## src/rtl/fifo_ctrl_if.sv

```systemverilog
// fifo_ctrl_if: producer/consumer handshake, status and RAM port bundle for fifo_ctrl
interface fifo_ctrl_if #(
    parameter int ADDR_W = 10,
    parameter int DATA_W = 8
);
    logic              flush;
    logic              wr_valid;
    logic              wr_ready;
    logic [DATA_W-1:0] wr_data;
    logic              rd_valid;
    logic              rd_ready;
    logic [DATA_W-1:0] rd_data;
    logic [ADDR_W:0]   level;
    logic              afull;
    logic              ovf;
    logic [DATA_W-1:0] ram_wdata;
    logic [ADDR_W-1:0] ram_waddr;
    logic              ram_wr;
    logic [ADDR_W-1:0] ram_raddr;
    logic              ram_rd;
    logic [DATA_W-1:0] ram_rdata;

    modport master (
        output flush, wr_valid, wr_data, rd_ready, ram_rdata,
        input  wr_ready, rd_valid, rd_data, level, afull, ovf,
               ram_wdata, ram_waddr, ram_wr, ram_raddr, ram_rd
    );

    modport slave (
        input  flush, wr_valid, wr_data, rd_ready, ram_rdata,
        output wr_ready, rd_valid, rd_data, level, afull, ovf,
               ram_wdata, ram_waddr, ram_wr, ram_raddr, ram_rd
    );
endinterface

```

## src/rtl/fifo_ctrl.sv

```systemverilog
// fifo_ctrl: FIFO controller around an external 1-cycle-read dual-port RAM with one-word prefetch
module fifo_ctrl #(
    parameter int ADDR_W    = 10,
    parameter int DATA_W    = 8,
    parameter int AFULL_LVL = 2**ADDR_W-4
) (
    input logic        clk,
    input logic        rst_n,
    fifo_ctrl_if.slave bus
);
    localparam logic [ADDR_W:0] DEPTH = {1'b1, {ADDR_W{1'b0}}};

    logic [ADDR_W-1:0] r_wptr;
    logic [ADDR_W-1:0] r_rptr;
    logic [ADDR_W:0]   r_cnt;
    logic              r_rd_valid;
    logic              r_ovf;
    logic              w_full;
    logic              w_wr_ready;
    logic              w_wr_en;
    logic              w_fetch;
    logic [ADDR_W:0]   w_level;

    // handshake decode; wr_ready is held low during reset so nothing is accepted
    always_comb begin
        w_full     = (r_cnt == DEPTH);
        w_wr_ready = rst_n && !w_full && !bus.flush;
        w_wr_en    = bus.wr_valid && w_wr_ready;
        w_fetch    = (r_cnt != '0) && (!r_rd_valid || bus.rd_ready) && !bus.flush;
        w_level    = r_cnt + {{ADDR_W{1'b0}}, r_rd_valid};
    end

    assign bus.wr_ready  = w_wr_ready;
    assign bus.ram_wr    = w_wr_en;
    assign bus.ram_waddr = r_wptr;
    assign bus.ram_wdata = DATA_W'(bus.wr_data);
    assign bus.ram_rd    = w_fetch;
    assign bus.ram_raddr = r_rptr;
    assign bus.rd_data   = DATA_W'(bus.ram_rdata);
    assign bus.rd_valid  = r_rd_valid;
    assign bus.level     = w_level;
    assign bus.afull     = 32'(w_level) >= 32'(AFULL_LVL);
    assign bus.ovf       = r_ovf;

    // pointers, RAM word count, prefetched-word flag and sticky overflow; flush clears everything
    always_ff @(posedge clk or negedge rst_n) begin
        if (!rst_n) begin
            r_wptr     <= '0;
            r_rptr     <= '0;
            r_cnt      <= '0;
            r_rd_valid <= 1'b0;
            r_ovf      <= 1'b0;
        end else if (bus.flush) begin
            r_wptr     <= '0;
            r_rptr     <= '0;
            r_cnt      <= '0;
            r_rd_valid <= 1'b0;
            r_ovf      <= 1'b0;
        end else begin
            r_wptr     <= r_wptr + ADDR_W'(w_wr_en);
            r_rptr     <= r_rptr + ADDR_W'(w_fetch);
            r_cnt      <= r_cnt + (ADDR_W+1)'(w_wr_en) - (ADDR_W+1)'(w_fetch);
            r_rd_valid <= w_fetch || (r_rd_valid && !bus.rd_ready);
            r_ovf      <= r_ovf || (bus.wr_valid && w_full);
        end
    end
endmodule
```

## src/flat_wrapper.sv

```systemverilog
// flat-port wrapper written by rule: the top's interface ports become plain ports
module fifo_ctrl_flat 
#(
    parameter int ADDR_W    = 10,
    parameter int DATA_W    = 8,
    parameter int AFULL_LVL = 2**ADDR_W-4
)
  (clk, rst_n, bus_flush, bus_wr_valid, bus_wr_data, bus_rd_ready, bus_ram_rdata, bus_wr_ready, bus_rd_valid, bus_rd_data, bus_level, bus_afull, bus_ovf, bus_ram_wdata, bus_ram_waddr, bus_ram_wr, bus_ram_raddr, bus_ram_rd);
  fifo_ctrl_if #(.ADDR_W(ADDR_W), .DATA_W(DATA_W)) bus_i ();
  input logic clk;
  input logic rst_n;
  input wire logic [$bits(bus_i.flush)-1:0] bus_flush;
  input wire logic [$bits(bus_i.wr_valid)-1:0] bus_wr_valid;
  input wire logic [$bits(bus_i.wr_data)-1:0] bus_wr_data;
  input wire logic [$bits(bus_i.rd_ready)-1:0] bus_rd_ready;
  input wire logic [$bits(bus_i.ram_rdata)-1:0] bus_ram_rdata;
  output wire logic [$bits(bus_i.wr_ready)-1:0] bus_wr_ready;
  output wire logic [$bits(bus_i.rd_valid)-1:0] bus_rd_valid;
  output wire logic [$bits(bus_i.rd_data)-1:0] bus_rd_data;
  output wire logic [$bits(bus_i.level)-1:0] bus_level;
  output wire logic [$bits(bus_i.afull)-1:0] bus_afull;
  output wire logic [$bits(bus_i.ovf)-1:0] bus_ovf;
  output wire logic [$bits(bus_i.ram_wdata)-1:0] bus_ram_wdata;
  output wire logic [$bits(bus_i.ram_waddr)-1:0] bus_ram_waddr;
  output wire logic [$bits(bus_i.ram_wr)-1:0] bus_ram_wr;
  output wire logic [$bits(bus_i.ram_raddr)-1:0] bus_ram_raddr;
  output wire logic [$bits(bus_i.ram_rd)-1:0] bus_ram_rd;
  assign bus_i.flush = bus_flush;
  assign bus_i.wr_valid = bus_wr_valid;
  assign bus_i.wr_data = bus_wr_data;
  assign bus_i.rd_ready = bus_rd_ready;
  assign bus_i.ram_rdata = bus_ram_rdata;
  assign bus_wr_ready = bus_i.wr_ready;
  assign bus_rd_valid = bus_i.rd_valid;
  assign bus_rd_data = bus_i.rd_data;
  assign bus_level = bus_i.level;
  assign bus_afull = bus_i.afull;
  assign bus_ovf = bus_i.ovf;
  assign bus_ram_wdata = bus_i.ram_wdata;
  assign bus_ram_waddr = bus_i.ram_waddr;
  assign bus_ram_wr = bus_i.ram_wr;
  assign bus_ram_raddr = bus_i.ram_raddr;
  assign bus_ram_rd = bus_i.ram_rd;
  fifo_ctrl #(.ADDR_W(ADDR_W), .DATA_W(DATA_W), .AFULL_LVL(AFULL_LVL)) u_core (.clk(clk), .rst_n(rst_n), .bus(bus_i));
endmodule
```

## config.mk

```make
export PLATFORM = sky130hd
export DESIGN_NAME = fifo_ctrl_flat
export DESIGN_NICKNAME = d
export VERILOG_FILES = /design/src/rtl/fifo_ctrl_if.sv /design/src/rtl/fifo_ctrl.sv /design/src/flat_wrapper.sv
export SDC_FILE = /design/constraint.sdc
export NUM_CORES = 1
export LEC_CHECK = 0
export BUFFER_PORTS_ARGS = -buffer_cell sky130_fd_sc_hd__buf_2
export CAP_MARGIN = 20
export CORE_MARGIN = 2
export CORE_UTILIZATION = 48
export CTS_CLUSTER_SIZE = 10
export DETAILED_ROUTE_END_ITERATION = 6
export PLACE_DENSITY = 0.76
export SLEW_MARGIN = 15
export SYNTH_ARGS = -nofsm -noshare
export SYNTH_HDL_FRONTEND = slang
export SYNTH_SLANG_ARGS = --single-unit
```

## constraint.sdc

```tcl
create_clock -name clk -period 3.5 [get_ports clk]
set_input_delay 0.525 -clock clk [delete_from_list [all_inputs] [get_ports clk]]
set_output_delay 0.525 -clock clk [all_outputs]
set_load 0.01 [all_outputs]
```

==> results of run 1 <==
-- metal layers --
metal  track usage  up-vias
met5             0        -
met4        0.0788        0
met3        0.0384        8
met2         0.296       46
met1         0.245      862
li1              -      878
-- timing repair --
action                                  in CTS  in global routing
hold endpoints to repair                     0                  0
endpoints found under the setup margin       0                  7
resized for setup                            0                 12
setup buffers                                0                  8
-- kinds of logic (layout without fill, tap and decap cells) --
| family | Yosys count | after routing |
|---|---|---|
| flops | 33 | 33 |
| xor+xnor | 32 | 32 |
| simple gates | 89 | 89 |
| fa+ha+maj | 30 | 30 |
| buf+inv | 38 | 78 |
| mux | 1 | 1 |
| compound gates | 23 | 23 |
-- state kept, by name (all words and copies together) (netlist names) --
register / count
u_core.bus.ram_waddr: 10
u_core.bus.ram_raddr: 10
u_core.r_cnt: 11
u_core.bus.ovf: 1
u_core.bus.rd_valid: 1
-- final cells by class --
class,instances,area [sq um],area share
clock inverter,1,30.0,0.0112
clock buffer,7,86.3,0.0322
tap,54,67.6,0.0252
multi-input combinational,175,1310,0.489
timing repair buffer,52,288,0.107
sequential,33,832,0.310
inverter,18,67.6,0.0252
-- power groups by stage --
stage                     Sequential, mW  Clock, mW  Combinational [mW]
after global routing               0.540      0.394                1.22
final                              0.527      0.370                1.10
after detailed placement           0.535          0               0.991
after floorplan                    0.521          0               0.762
after CTS                          0.527      0.374                1.01
after global placement             0.532          0               0.979
-- Yosys cell counts, types with 2 or more instances --
cell       n  area (sq um)
xor2_1    16           140
nor2_1    27           101
nand2_1    6          22.5
o211ai_1   2          15.0
nand3_1   15          75.1
ha_1      29           363
xnor2_1   16           140
nand2b_1   4          25.0
nor3_1     3          15.0
or2_0      2          12.5
nand4_1    4          25.0
and3_1     6          37.5
buf_4     16           120
dfrtp_1   33           826
o21ai_0    3          15.0
a21oi_1    9          45.0
inv_1     18          67.6
o21bai_1   3          22.5
and2_1     2          12.5
nor2b_1   12          75.1
clkbuf_1   4          15.0
-- how the worst max path moves through the flow --
stage                    startpoint               to  slack (ps)
floorplan                 bus_flush  u_core.r_cnt[8]         300
global placement    u_core.r_cnt[2]  u_core.r_cnt[8]         240
detailed placement  u_core.r_cnt[2]  u_core.r_cnt[8]          70
CTS                 u_core.r_cnt[2]  u_core.r_cnt[8]          30
global route        u_core.r_cnt[5]  u_core.r_cnt[8]           2
finish              u_core.r_cnt[4]  u_core.r_cnt[8]         200
-- per-stage QoR --
stage | hold WS, ps | instances
floorplan | 229 | 246
finish | 290 | 340
global route | 316 | 340
CTS | 307 | 332
detailed placement | 495 | 324
global placement | 478 | 324
==> metrics, run 1 <==
status completed; wire length on met1 2130 um; total number of vias 1794; setup tns final 0 ps; CP Class flip-flop to flip-flop; complex-gate fraction of the synthesized area 0.0631; layout cell share with drive strength beyond 1 0.262; Critical R2R Launch u_core.r_cnt[4]; Slew HR 0.650; worst-margin pin slew 521 ps; Async SR Flop Fraction 1.00; Routed Antenna Nets 0; root buf cell clkbuf_8; crit path cell chain inv_1, ha_1, nand4_1, nor3_2, a21oi_2, and2_4, inv_1, ha_1, inv_1, ha_1, inv_1, fa_1, nor2b_2, o211ai_1, nand2_1, a21oi_1, mux2_1; cell area after layout 2680 sq um; initial antenna violation count 0; CTS max path bufs 2; CTS tree yes; die height 73.5 um; Final Critical Period 3300 ps; leading cell type in the layout, fill and taps excluded buf_2; Syn Inst Count 246; area grow syn2layout 15.6%; HPWL Detailed 3680 um; metal2 WL 2400 um; Net Sw Frac 0.401; final clock skew 8.20 ps; R2R Path End u_core.r_cnt[8]; Top delay family on crit path adder cells; met3 WL 264 um; Synth Flop Type dfrtp_1; core area 4690 sq um; leakage 1.41 nW; Num CTS Buffers 5; simple-gate area share of the yosys netlist 0.203; hold_buf cts 0; Clock Latency Late Sink 280 ps; I/O Pins 74; Syn Nets 297; Horiz. Die Dim 73.5 um; HP Class input port to asynchronous set/reset pin; Sw Pwr 0.802 mW; Slew Viols, Final 0; Placed Area 2480 sq um; Arr. time, crit path 3460 ps; Total GRT Usage 0.186; Post-synth EDFFs 0; Yosys Warn Count 0; Slowest cell on crit path dfrtp_2; final RePlAce weighted congestion 0.916; Final WS setup 200 ps; 1st-iter DRT viols 78; register clock-pin slew on the reported worst setup and hold paths 60 ps; max-cap violations 0; most frequent cells in the layout buf_2 (41), ha_1 (29), dfrtp_1 (28), nor2_1 (27); Synth Register Bits 33; total global routing overflow 0; Port Buffer Count 41; final core occ 0.572; Initial Util 0.495; Die Area 5410 sq um; vias in the first global route 1605; r2r setup slk 200 ps; antenna cells 0; Power Dens Cells 745 nW/um^2; crit-path max FO 4; H-tree depth 2; worst reg2reg path depth 17; Seq pwr share 0.264; Post-Place Worst Slack 69.0 ps; crit path buf inv count 4; Seq/Total Area, Yosys 0.356; Tcrit/Tclk final 0.943; RSZ-0062 raised after global routing false; highest routed layer met4; critical path's largest stage delay 420 ps; Peak VDD IR 0.000287 V; first drt pass iteration count 4; synthesized area per cell 9.43 sq um; # rows 25; Setup violations, final 0; Pwr Total 2.00 mW; XOR/XNOR Fraction of Synth Area 0.121; CP Depth 17; DRC 0; Mapped Area 2320 sq um; Clock power frac 0.185; Final Hold Fails 0; Avg WL per Cell 14.3 um; largest net degree at the start of global routing 34; main combinational cell family by area after synthesis simple AND/OR/NAND/NOR gates; Top cell by count, worst path inv_1; Crit path required time 3660 ps; highest clock rate 303 MHz; fin nets 336; Adder-Cell Fraction of Synth Area 0.165; logic gate share of total power 0.551; fillers 410; Netlist cell types 37; total clock sinks 33; Power Internal 1.20 mW; Setup crit start kind flip-flop; first-pass GRT wire length 7600 um; drt total wl 4870 um; Vias per Instance 5.28; mux cell area share after synthesis 0.00485; Worst setup EP type flip-flop
Note: power is estimated with default switching activity, not from simulation.
==> run 2, diff against run 1 <==
Settings changed: CTS_CLUSTER_DIAMETER from default to 150.
Clock period 3.5 ns to 3.2 ns, I/O delays scaled along.
==> metrics, run 2 (synthesis gave the netlist of run 1 again) <==
# rows 25; Tcrit/Tclk final 0.981; worst reg2reg path depth 17; Placed Area 2550 sq um; number of instances in the placed design 333; crit-path max FO 3; total number of vias 1825; max-cap violations 0; DRC 0; Power Internal 1.21 mW; Total GRT Usage 0.195; Critical R2R Launch u_core.r_cnt[4]; Slew HR 0.715; Pwr Total 2.12 mW; cell area after layout 2680 sq um; logic gate share of total power 0.594; Slew Viols, Final 0; antenna cells 0; initial antenna violation count 0; highest clock rate 319 MHz; final clock skew 6.57 ps; total clock sinks 33; Net Sw Frac 0.427; CTS tree yes; Arr. time, crit path 3310 ps; final RePlAce weighted congestion 0.844; Crit path required time 3380 ps; core area 4690 sq um; final core occ 0.571; max reg flops 11; H-tree depth 2; leading cell type in the layout, fill and taps excluded buf_2; total global routing overflow 0; worst-margin pin slew 428 ps; layout cell share with drive strength beyond 1 0.267; CP Class flip-flop to flip-flop; vias in the first global route 1793; first-pass GRT wire length 8150 um; Setup violations, final 0; I/O Pins 74; Worst setup EP type flip-flop; HP Class input port to asynchronous set/reset pin; leakage 1.41 nW; Final WS setup 62.1 ps; status completed; Clock power frac 0.149; WHS 257 ps; R2R Path End u_core.r_cnt[8]; Initial Util 0.495; most frequent cells in the layout buf_2 (41), dfrtp_1 (33), ha_1 (28), nor2_1 (27); setup tns final 0 ps; Vias per Instance 5.34; largest register by flop count u_core.r_cnt; Port Buffer Count 41; Final Critical Period 3140 ps; area grow syn2layout 15.4%; 1st-iter DRT viols 107; hold_buf cts 0; die height 73.5 um; Peak VDD IR 0.000292 V; root buf cell clkbuf_8; Avg WL per Cell 14.6 um; Seq pwr share 0.257; largest net degree at the start of global routing 36; register clock-pin slew on the reported worst setup and hold paths 80 ps; Sw Pwr 0.903 mW; Post-Place Worst Slack -10.2 ps; CTS max path bufs 2; Clock Latency Late Sink 290 ps; Final Hold Fails 0; r2r setup slk 60 ps; Horiz. Die Dim 73.5 um; HPWL Detailed 3760 um; Setup crit start kind flip-flop; Cell Count, Final, Fillers Out 342; drt total wl 4990 um; Die Area 5410 sq um; RSZ-0062 raised after global routing true; first drt pass iteration count 4; Num CTS Buffers 5; fin nets 338; Power Dens Cells 790 nW/um^2; Routed Antenna Nets 0
[run 2: critical path, cell delays in order (launching register included)]
cell and delay (ps):
dfrtp_1 390, inv_2 80, ha_1 160, nand4_1 160, nor3_2 270, a21oi_2 100, and2_4 180, inv_1 50
ha_1 210, inv_1 60, ha_2 180, inv_1 50, fa_2 340, nor2b_2 150, o211ai_1 130, nand2_1 120
a21oi_1 80, mux2_1 310
[run 2: area by class of cell]
cell class | instances | area [sq um]
Clock buffer | 5 | 68.8
Clock inverter | 3 | 17.5
Fill cell | 415 | 2010
Inverter | 18 | 67.6
Multi-Input combinational cell | 175 | 1330
Sequential cell | 33 | 826
Tap cell | 54 | 67.6
Timing Repair Buffer | 54 | 303
[run 2: per-layer routing]
metal	share of wire	global-route usage	routed length [um]	vias up
met5	0	0	0	-
met4	0.018	0.0869	89	0
met3	0.043	0.0370	215	7
met2	0.48	0.309	2390	52
met1	0.46	0.259	2300	884
li1	-	-	-	882
[run 2: power by group through the flow]
stage / Clock, mW / Sequential [mW] / Combinational [mW]
finish: 0.316 / 0.544 / 1.26
global route: 0.337 / 0.553 / 1.39
CTS: 0.319 / 0.539 / 1.21
detailed placement: 0 / 0.545 / 1.20
global placement: 0 / 0.541 / 1.17
floorplan: 0 / 0.570 / 0.833
[run 2: worst max path at each step]
stage / from / end / cells past startpoint
global placement: u_core.r_cnt[3] / u_core.r_cnt[8] / 17
floorplan: u_core.r_cnt[4] / u_core.r_cnt[8] / 17
global route: u_core.r_cnt[4] / u_core.r_cnt[8] / 17
CTS: u_core.r_cnt[3] / u_core.r_cnt[8] / 17
finish: u_core.r_cnt[4] / u_core.r_cnt[8] / 17
detailed placement: u_core.r_cnt[3] / u_core.r_cnt[8] / 17
[run 2: what timing repair did]
action                                  CTS  global route
setup buffers                             0             1
pin swaps                                 0             4
endpoints found under the setup margin    1             5
gates resized for setup                   1            10
endpoints found under the hold margin     0             0
